==> config.mk <==
export PLATFORM = sky130hd
export DESIGN_NAME = phase_sequencer_flat
export DESIGN_NICKNAME = d
export VERILOG_FILES = /design/src/rtl/phase_sequencer_if.sv /design/src/rtl/phase_sequencer.sv /design/src/flat_wrapper.sv
export SDC_FILE = /design/constraint.sdc
export NUM_CORES = 1
export LEC_CHECK = 0
export BUFFER_PORTS_ARGS = -buffer_cell sky130_fd_sc_hd__buf_2
export CORE_ASPECT_RATIO = 1.75
export CORE_MARGIN = 4
export CORE_UTILIZATION = 40
export CTS_CLUSTER_DIAMETER = 80
export DETAILED_ROUTE_END_ITERATION = 7
export GPL_ROUTABILITY_DRIVEN = 0
export PLACE_DENSITY_LB_ADDON = 0.3
export SLEW_MARGIN = 20
export SYNTH_ARGS = -nofsm -noshare
export SYNTH_HDL_FRONTEND = slang
export SYNTH_SLANG_ARGS = --single-unit
==> constraint.sdc <==
create_clock -name clk -period 1.75 [get_ports clk]
set_input_delay 0.35 -clock clk [delete_from_list [all_inputs] [get_ports clk]]
set_output_delay 0.35 -clock clk [all_outputs]
set_load 0.005 [all_outputs]
==> src/rtl/phase_sequencer_if.sv <==
// ---------------------------------------------------------------------------
// | Module   : phase_sequencer_if                                           |
// | Brief    : Run/stop controls in, phase/status out of the phase sequencer.|
// | Revision : 1.0 - initial release                                        |
// ---------------------------------------------------------------------------
`default_nettype none

interface phase_sequencer_if #(
  parameter int CNT_W = 16
);
  logic             exec;
  logic [15:0]      instruction;
  logic             step_mode;
  logic [2:0]       phase;
  logic             running;
  logic             stop_flag;
  logic [CNT_W-1:0] retired;

  // master: front panel / IR side; slave: the sequencer itself
  modport master (
    output exec, instruction, step_mode,
    input  phase, running, stop_flag, retired
  );

  modport slave (
    input  exec, instruction, step_mode,
    output phase, running, stop_flag, retired
  );
endinterface

`default_nettype wire

==> src/rtl/phase_sequencer.sv <==
// ---------------------------------------------------------------------------
// | Module   : phase_sequencer                                              |
// | Brief    : Multicycle phase generator, run/stop control, retire count.  |
// |            Optional single-step: define PHASE_SEQ_SINGLE_STEP_EN.       |
// | Revision : 1.0 - initial release                                        |
// ---------------------------------------------------------------------------
`default_nettype none

module phase_sequencer #(
  parameter int NUM_PHASES = 5,
  parameter int CNT_W      = 16
) (
  input  wire                     clk,
  input  wire                     rst,
  phase_sequencer_if.slave        sif
);

  localparam logic [0:0] ST_IDLE = 1'b0;
  localparam logic [0:0] ST_RUN  = 1'b1;
  localparam logic [2:0] LAST_PHASE = 3'(NUM_PHASES);

  logic [0:0]       state_q, state_d;
  logic [2:0]       phase_q, phase_d;
  logic             exec_q, exec_d;
  logic             stop_pending_q, stop_pending_d;
  logic             stop_flag_q, stop_flag_d;
  logic [CNT_W-1:0] retired_q, retired_d;

  logic exec_rise;
  logic is_hlt;
  logic step_stop;

  assign exec_rise = sif.exec & ~exec_q;
  assign is_hlt    = (sif.instruction[15:14] == 2'b11) && (sif.instruction[7:4] == 4'b1111);

`ifdef PHASE_SEQ_SINGLE_STEP_EN
  assign step_stop = sif.step_mode;
  logic unused_bits;
  assign unused_bits = ^{sif.instruction[13:8], sif.instruction[3:0]};
`else
  assign step_stop = 1'b0;
  logic unused_bits;
  assign unused_bits = ^{sif.step_mode, sif.instruction[13:8], sif.instruction[3:0]};
`endif

  always_ff @(posedge clk) begin
    if (rst) begin
      state_q        <= ST_IDLE;
      phase_q        <= 3'd0;
      exec_q         <= 1'b0;
      stop_pending_q <= 1'b0;
      stop_flag_q    <= 1'b0;
      retired_q      <= '0;
    end else begin
      state_q        <= state_d;
      phase_q        <= phase_d;
      exec_q         <= exec_d;
      stop_pending_q <= stop_pending_d;
      stop_flag_q    <= stop_flag_d;
      retired_q      <= retired_d;
    end
  end

  always_comb begin
    state_d        = state_q;
    phase_d        = phase_q;
    exec_d         = sif.exec;
    stop_pending_d = stop_pending_q;
    stop_flag_d    = 1'b0;
    retired_d      = retired_q;

    case (state_q)
      ST_IDLE: begin
        stop_pending_d = 1'b0;
        if (exec_rise) begin
          state_d = ST_RUN;
          phase_d = 3'd1;
        end
      end
      default: begin
        if ((phase_q == 3'd0) || (phase_q > LAST_PHASE)) begin
          // Corrupted phase: park in idle rather than run off the end
          state_d        = ST_IDLE;
          phase_d        = 3'd0;
          stop_pending_d = 1'b0;
        end else if (phase_q != LAST_PHASE) begin
          phase_d = phase_q + 3'd1;
          if (exec_rise) begin
            stop_pending_d = 1'b1;
          end
        end else begin
          retired_d = retired_q + 1'b1;
          if (is_hlt) begin
            state_d        = ST_IDLE;
            phase_d        = 3'd0;
            stop_flag_d    = 1'b1;
            stop_pending_d = 1'b0;
          end else if (stop_pending_q || exec_rise || step_stop) begin
            state_d        = ST_IDLE;
            phase_d        = 3'd0;
            stop_pending_d = 1'b0;
          end else begin
            phase_d = 3'd1;
          end
        end
      end
    endcase
  end

  always_comb begin
    sif.phase     = phase_q;
    sif.running   = (phase_q != 3'd0);
    sif.stop_flag = stop_flag_q;
    sif.retired   = retired_q;
  end

endmodule

`default_nettype wire

==> src/flat_wrapper.sv <==
// flat-port wrapper written by rule: the top's interface ports become plain ports
module phase_sequencer_flat 
#(
  parameter int NUM_PHASES = 5,
  parameter int CNT_W      = 16
)
  (clk, rst, sif_exec, sif_instruction, sif_step_mode, sif_phase, sif_running, sif_stop_flag, sif_retired);
  phase_sequencer_if #(.CNT_W(CNT_W)) sif_i ();
  input  wire clk;
  input  wire rst;
  input wire logic [$bits(sif_i.exec)-1:0] sif_exec;
  input wire logic [$bits(sif_i.instruction)-1:0] sif_instruction;
  input wire logic [$bits(sif_i.step_mode)-1:0] sif_step_mode;
  output wire logic [$bits(sif_i.phase)-1:0] sif_phase;
  output wire logic [$bits(sif_i.running)-1:0] sif_running;
  output wire logic [$bits(sif_i.stop_flag)-1:0] sif_stop_flag;
  output wire logic [$bits(sif_i.retired)-1:0] sif_retired;
  assign sif_i.exec = sif_exec;
  assign sif_i.instruction = sif_instruction;
  assign sif_i.step_mode = sif_step_mode;
  assign sif_phase = sif_i.phase;
  assign sif_running = sif_i.running;
  assign sif_stop_flag = sif_i.stop_flag;
  assign sif_retired = sif_i.retired;
  phase_sequencer #(.NUM_PHASES(NUM_PHASES), .CNT_W(CNT_W)) u_core (.clk(clk), .rst(rst), .sif(sif_i));
endmodule
==> results of run 1 <==
[cells in the final DEF (no fill, tap or decap), types with 5 or more instances in the layout]
master / count
inv_1: 6
a21oi_1: 9
nor3_1: 5
o21ai_0: 8
buf_2: 29
xnor2_1: 9
nand3_1: 5
or3_1: 5
dfxtp_1: 19
nand2_1: 6
nor2_1: 15
buf_4: 10
[synthesized netlist by cell type]
| master | n |
|---|---|
| dfxtp_1 | 23 |
| nor2_1 | 15 |
| a21oi_1 | 9 |
| xnor2_1 | 9 |
| o21ai_0 | 8 |
| inv_1 | 6 |
| nand2_1 | 6 |
| nor3_1 | 6 |
| clkbuf_1 | 5 |
| nand3_1 | 5 |
| or3_1 | 5 |
| and4_1 | 3 |
| nand2b_1 | 3 |
| nor2b_1 | 3 |
| nor4_1 | 3 |
| nand4_1 | 2 |
| nor4b_1 | 2 |
| xor2_1 | 2 |
| a21boi_0 | 1 |
| a21o_1 | 1 |
| a31oi_1 | 1 |
| a32oi_1 | 1 |
| and2b_1 | 1 |
| buf_2 | 1 |
| ha_1 | 1 |
| mux2i_1 | 1 |
| nand4b_4 | 1 |
| nor4bb_1 | 1 |
| o22ai_1 | 1 |
| o31ai_1 | 1 |
| o41ai_1 | 1 |
| or3_4 | 1 |
| or4_1 | 1 |
[logic make-up after synthesis]
| kind of cell | count (synthesis) |
|---|---|
| simple gates | 58 |
| compound gates | 24 |
| flops | 23 |
| buf+inv | 12 |
| xor+xnor | 11 |
| mux | 1 |
| fa+ha+maj | 1 |
[worst max-delay path, cell delays in order, from the launching register on]
cell and delay (ns):
dfxtp_1 0.38, nand4b_4 0.12, buf_4 0.20, or3_1 0.40
or3_1 0.33, a21oi_1 0.15
[report_power, final]
part | switching (mW) | internal, mW | leakage (nW) | total [mW]
clock network | 0.161 | 0.162 | 0.0228 | 0.324
registers | 0.00554 | 0.530 | 0.188 | 0.536
logic | 0.0468 | 0.0383 | 0.384 | 0.0851
[what timing repair did]
item | 4_1_cts | 5_1_grt
hold buffers | 0 | 0
resized for setup | 0 | 5
endpoints found under the setup margin | 0 | 3
[worst min-delay path by stage]
stage,to,from,slack (ns)
floorplan,u_core.exec_q,rst,0.42
global placement,u_core.sif.retired[15],u_core.sif.retired[15],0.46
detailed placement,u_core.sif.retired[15],u_core.sif.retired[15],0.50
CTS,u_core.exec_q,sif_exec,0.31
global route,u_core.exec_q,sif_exec,0.34
finish,u_core.exec_q,sif_exec,0.32
[per-layer routing]
layer  wire [um]  vias to the layer above  GRT usage [%]
met5           0                        -              0
met4          74                        0          8.625
met3          90                        7          2.083
met2        1436                       21          29.03
met1         966                      488          17.05
li1            -                      532              -
[flip-flops by register name, summed over array words and instances, names as in the netlist]
signal	cells
u_core.exec_q	1
u_core.sif.phase	3
u_core.sif.retired	16
u_core.sif.stop_flag	1
u_core.state_q	1
u_core.stop_pending_q	1
[cell type report]
cell class              count  share of cell area [%]
inverters                   6                   1.626
well taps                  26                   2.349
repair buffers             39                   15.90
clock buffers               4                   3.252
flip-flops and latches     23                   33.60
multi-input cells          95                   43.27
[stage by stage]
step | total power, mW | instance area [um2] | setup WS [ns]
5_1_grt | 0.9943 | 1385 | 0.005637
4_1_cts | 0.9532 | 1375 | 0.06767
6_report | 0.9443 | 1385 | 0.1013
2_1_floorplan | 0.5999 | 1101 | 0.04833
3_5_place_dp | 0.6311 | 1330 | 0.08269
3_3_place_gp | 0.6292 | 1330 | 0.1248
==> metrics.csv, run 1 <==
stage,metric,value,unit
outcome,status,completed,
die,die area,3689,um2
cells_and_area,Syn-to-layout area delta,25.80,%
route,average wire per standard cell,13.31,um
synthesis,Syn Inst Count,130,
synthesis,post-synth cell types,33,
synthesis,Synth Register Bits,23,
cells_and_area,Antenna diodes,0,
synthesis,sequential area share after synthesis,41.82,%
synthesis,mux share of post-synthesis cell area,0.9091,%
synthesis,synth top area cells,"dfxtp_1, xnor2_1, nor2_1",
global_route,initial antenna violation count,0,
cts,Clock Latency Late Sink,0.26,ns
cts,total CTS buffers,3,
critical_path,CP required,1.94,ns
global_route,largest net degree at the start of global routing,25,
synthesis,Post-Syn Area,1101,um2
route,drt pass-1 iters,4,
die,Initial Utilization,43.14,%
cts,CTS root buf,clkbuf_8,
run,Max-cap violations,0,
timing,hold slack,0.3155,ns
synthesis,Synth Area in Compound Gates,12.50,%
cts,CTS tree,built,
timing,"Setup violations, final",0,
timing,final period utilization,94.21,%
cells_and_area,share of layout cells above drive strength 1,29.34,%
synthesis,main combinational cell family by area after synthesis,simple AND/OR/NAND/NOR gates,
critical_path,CP max FO,14,
route,drt total wl,2.568,mm
critical_path,Worst R2R Setup Slack,0.10,ns
cells_and_area,number of fill cells,244,
place,hpwl dp,1.968,mm
die,Top Ports,41,
global_route,vias in the first global route,1118,
critical_path,Reg-to-Reg Start,u_core.sif.phase[0],
critical_path,Critical Path Sink Type,flip-flop,
critical_path,R2R depth,5,
synthesis,top cell type's share of synthesized area,41.82,%
cells_and_area,FF+latch area,465.4,um2
cells_and_area,area of the multi-input gates,599.3,um2
die,# rows,24,
place,Cells after DPL,189,
timing,Worst slew margin,71.70,%
route,# DRC,0,
global_route,Total GRT Usage,16.31,%
timing,Tmin final,1.649,ns
route,vias after detailed routing,1048,
timing,setup_tns,0,ns
critical_path,reg2reg end,u_core.sif.retired[14],
cells_and_area,post-layout util,54.26,%
global_route,total gr overflow,0,
critical_path,worst endpoint data arrival time,1.84,ns
timing,RSZ-0062 raised after global routing,false,
power_and_ir_drop,Peak VDD IR,0.4885,mV
synthesis,adder-cell share of the synthesized area,1.136,%
synthesis,Mean Syn Cell Area,8.470,um2
timing,fmax,606.5,MHz
synthesis,Post-Synth XOR/XNOR Area,8.750,%
critical_path,CP startpoint,u_core.sif.phase[0],
power_and_ir_drop,LEAKAGE,0.5943,nW
critical_path,CP Capture Point,u_core.sif.retired[14],
cts,Post-CTS Setup Bufs,0,
die,core area,2552,um2
die,die height,77.41,um
synthesis,synthesized net count,151,
route,Avg Vias per Cell,5.430,
critical_path,Worst Setup Path Type,flip-flop to flip-flop,
global_route,first-pass GRT wire length,4.595,mm
synthesis,Yosys top cell by area,dfxtp_1,
cells_and_area,Total Nets Final,189,
place,I/O Buffers,29,
timing,Final Hold Fails,0,
route,initial DRC count,37,
synthesis,synth warn,0,
cts,"Clk pin slew, worst setup/hold paths",0.08,ns
timing,Max Slew Vio Count,0,
timing,Clock Skew,0.004850,ns
cts,Bufs on Longest Clock Path,2,
power_and_ir_drop,PD cells,681.8,nW/um2
critical_path,Worst Setup Start Kind,flip-flop,
cells_and_area,final std cells w/o fill,193,
die,DIE WIDTH,47.66,um
cts,clock sink count,23,
route,antenna-violating nets left,0,
cts,htree depth,1,
min_path,hold depth,2,
synthesis,Post-Synth Simple-Gate Area,30.68,%
timing,worst slew pin tran,0.4245,ns
min_path,hold crit path type,input pin to flip-flop,
Power figures use the tool's default switching activity.
==> run 2, diff against run 1 <==
--- a/config.mk
+++ b/config.mk
@@ -5,13 +5,14 @@
 export SDC_FILE = /design/constraint.sdc
 export NUM_CORES = 1
 export LEC_CHECK = 0
-export BUFFER_PORTS_ARGS = -buffer_cell sky130_fd_sc_hd__buf_2
 export CORE_ASPECT_RATIO = 1.75
 export CORE_MARGIN = 4
 export CORE_UTILIZATION = 40
 export CTS_CLUSTER_DIAMETER = 80
 export DETAILED_ROUTE_END_ITERATION = 7
+export DONT_BUFFER_PORTS = 1
 export GPL_ROUTABILITY_DRIVEN = 0
+export MAX_ROUTING_LAYER = met4
 export PLACE_DENSITY_LB_ADDON = 0.3
 export SLEW_MARGIN = 20
 export SYNTH_ARGS = -nofsm -noshare
==> run 2 against run 1 <==
Global-route usage is 0.93 points lower. Maximum frequency is 1.3% higher. Routed wire length is 2.8% lower. Design area is 8.4% lower. Worst setup slack better by 0.021 ns. Clock-buffer cell count is 1 lower. Cell count is 12% lower. Via count is 7.6% lower. Critical path depth stayed put. First-iteration DRC count is 59% lower. Critical path type unchanged. Critical endpoint is now u_core.sif.retired[12]. Largest cell class unchanged. Largest power group unchanged.
==> metrics.csv, run 2 (synthesized netlist as in run 1, its figures left out) <==
stage,metric,value,unit,change
timing,"Worst Setup Slack, final",0.1220,ns,was 0.1013 ns
critical_path,Critical Path Sink Type,flip-flop,,unchanged
place,hpwl dp,1.926,mm,was 1.968 mm
cells_and_area,Antenna diodes,0,,unchanged
route,Avg Vias per Cell,5.728,,was 5.430
timing,setup_tns,0,ns,unchanged
timing,RSZ-0062 raised after global routing,false,,unchanged
cts,Post-CTS Setup Bufs,0,,unchanged
cells_and_area,share of layout cells above drive strength 1,14.69,%,was 29.34%
die,Initial Utilization,43.14,%,unchanged
die,die height,77.41,um,unchanged
timing,Tmin final,1.628,ns,was 1.649 ns
cts,Bufs on Longest Clock Path,2,,unchanged
critical_path,R2R depth,5,,unchanged
route,# DRC,0,,unchanged
cts,CTS tree,built,,unchanged
cells_and_area,Syn-to-layout area delta,15.23,%,was 25.80%
critical_path,worst endpoint data arrival time,1.82,ns,was 1.84 ns
critical_path,Reg-to-Reg Start,u_core.sif.retired[6],,was u_core.sif.phase[0]
cts,"Clk pin slew, worst setup/hold paths",0.08,ns,about the same
power_and_ir_drop,total internal power,0.7161,mW,was 0.7306 mW
cts,post-CTS sizing,0,,unchanged
die,core area,2552,um2,unchanged
cts,hold_buf cts,0,,unchanged
global_route,total gr overflow,0,,unchanged
cells_and_area,final std cells w/o fill,169,,was 193
power_and_ir_drop,Logic pwr share,6.9,%,was 9.0%
route,initial DRC count,15,,was 37
die,# rows,24,,unchanged
global_route,Total GRT Usage,15.38,%,was 16.31%
critical_path,CP max FO,5,,was 14
power_and_ir_drop,Sw Share,22.20,%,was 22.64%
place,I/O Buffers,0,,was 29
die,Top Ports,41,,unchanged
global_route,largest net degree at the start of global routing,25,,unchanged
route,vias after detailed routing,968,,"was 1,048"
power_and_ir_drop,Peak VDD IR,0.4811,mV,was 0.4885 mV
power_and_ir_drop,Clk pwr share,35.0,%,was 34.3%
cts,clock sink count,23,,unchanged
min_path,hold depth,1,,was 2
cts,total CTS buffers,3,,unchanged
critical_path,Worst R2R Setup Slack,0.12,ns,was 0.10 ns
cts,htree depth,1,,unchanged
cells_and_area,number of fill cells,244,,unchanged
route,average wire per standard cell,14.76,um,was 13.31 um
cells_and_area,Total Nets Final,165,,was 189
timing,Worst slew margin,74.32,%,was 71.70%
die,die area,3689,um2,unchanged
route,drt total wl,2.495,mm,was 2.568 mm
timing,hold slack,0.1481,ns,was 0.3155 ns
min_path,Hold Path Origin,rst,,was sif_exec
min_path,hold crit path type,input pin to flip-flop,,unchanged
die,DIE WIDTH,47.66,um,unchanged
power_and_ir_drop,sequential power share,58.1,%,was 56.7%
route,antenna-violating nets left,0,,unchanged
critical_path,Worst Setup Start Kind,flip-flop,,unchanged
global_route,initial antenna violation count,0,,unchanged
timing,Clock Skew,0.002766,ns,was 0.004850 ns
cells_and_area,"most common cell after layout, fill and taps aside",dfxtp_1,,was buf_2
timing,Max Slew Vio Count,0,,unchanged
timing,worst slew pin tran,0.3802,ns,was 0.4245 ns
cts,CTS root buf,clkbuf_8,,unchanged
min_path,Hold Path Sink,u_core.exec_q,,unchanged
critical_path,CP startpoint,u_core.sif.retired[6],,was u_core.sif.phase[0]
run,Max-cap violations,0,,unchanged
critical_path,CP required,1.94,ns,about the same
place,Cells after DPL,165,,was 189
outcome,status,completed,,unchanged
critical_path,reg2reg end,u_core.sif.retired[12],,was u_core.sif.retired[14]
global_route,vias in the first global route,952,,"was 1,118"
place,Place WS,0.1255,ns,was 0.08269 ns
power_and_ir_drop,sw power,0.2043,mW,was 0.2138 mW
critical_path,Worst Setup Path Type,flip-flop to flip-flop,,unchanged
timing,final period utilization,93.03,%,was 94.21%
power_and_ir_drop,PD cells,725.5,nW/um2,was 681.8 nW/um2
cells_and_area,most frequent cells in the layout,"dfxtp_1, nor2_1, buf_4",,"was buf_2, dfxtp_1, nor2_1"
route,drt pass-1 iters,4,,unchanged
timing,Final Hold Fails,0,,unchanged
cts,Clock Latency Late Sink,0.26,ns,about the same
timing,fmax,614.2,MHz,was 606.5 MHz
cells_and_area,Largest register FFs,16,,unchanged
global_route,first-pass GRT wire length,4.202,mm,was 4.595 mm
timing,"Setup violations, final",0,,unchanged
power_and_ir_drop,LEAKAGE,0.4734,nW,was 0.5943 nW
==> run 2: changes by cell type in the layout (fill, tap and decap cells not counted) <==
cell | before | now
dfxtp_1 | 19 | 23
nor3_2 | 1 | 0
nor3_1 | 5 | 6
clkbuf_1 | 1 | 0
dfxtp_2 | 4 | 0
buf_4 | 10 | 15
buf_2 | 29 | 0
clkinv_2 | 0 | 1
==> run 2: layout make-up <==
class	instances	area, um2	area share [%]
tap	26	32.53	2.564
sequential	23	460.4	36.29
multi-input combinational	95	594.3	46.84
clock buffer	3	41.29	3.254
timing repair buffer	15	112.6	8.876
inverter	6	22.52	1.775
clock inverter	1	5.005	0.3945
==> run 2: critical path, stage by stage, from the launching register on <==
cell     delay [ns]
dfxtp_1        0.34
nand4_1        0.14
buf_4          0.18
or3_1          0.42
or3_1          0.32
a21oi_1        0.16
==> run 2: through the flow <==
stage / util, % / power, mW / cell area (um2)
global route: 49.71 / 0.9670 / 1269
detailed placement: 47.89 / 0.6105 / 1222
finish: 49.71 / 0.9204 / 1269
floorplan: - / 0.5999 / 1101
global placement: 47.89 / 0.6084 / 1222
CTS: 49.71 / 0.9337 / 1269
==> run 2: per-layer routing <==
metal  track usage (%)  routed length [um]  vias up
met5                 -                   0        -
met4             7.547                  44        0
met3             3.241                 133        4
met2             26.75                1422       20
met1             14.96                 895      458
li1                  -                   -      486
==> run 2: worst max-delay path by stage <==
stage	end	slack [ns]	cells after the start
floorplan	u_core.sif.retired[15]	0.05	5
global placement	u_core.sif.retired[15]	0.17	4
detailed placement	u_core.sif.retired[12]	0.13	5
CTS	u_core.sif.retired[12]	0.10	5
global route	sif_running	0.01	3
finish	u_core.sif.retired[12]	0.12	5
==> run 2: power groups by stage <==
| stage | Sequential [mW] | Clock, mW | Combinational [mW] |
|---|---|---|---|
| 3_5_place_dp | 0.547 | 0 | 0.0631 |
| 4_1_cts | 0.535 | 0.335 | 0.0632 |
| 6_report | 0.535 | 0.322 | 0.0633 |
| 3_3_place_gp | 0.547 | 0 | 0.0611 |
| 5_1_grt | 0.536 | 0.360 | 0.0710 |
| 2_1_floorplan | 0.548 | 0 | 0.0522 |
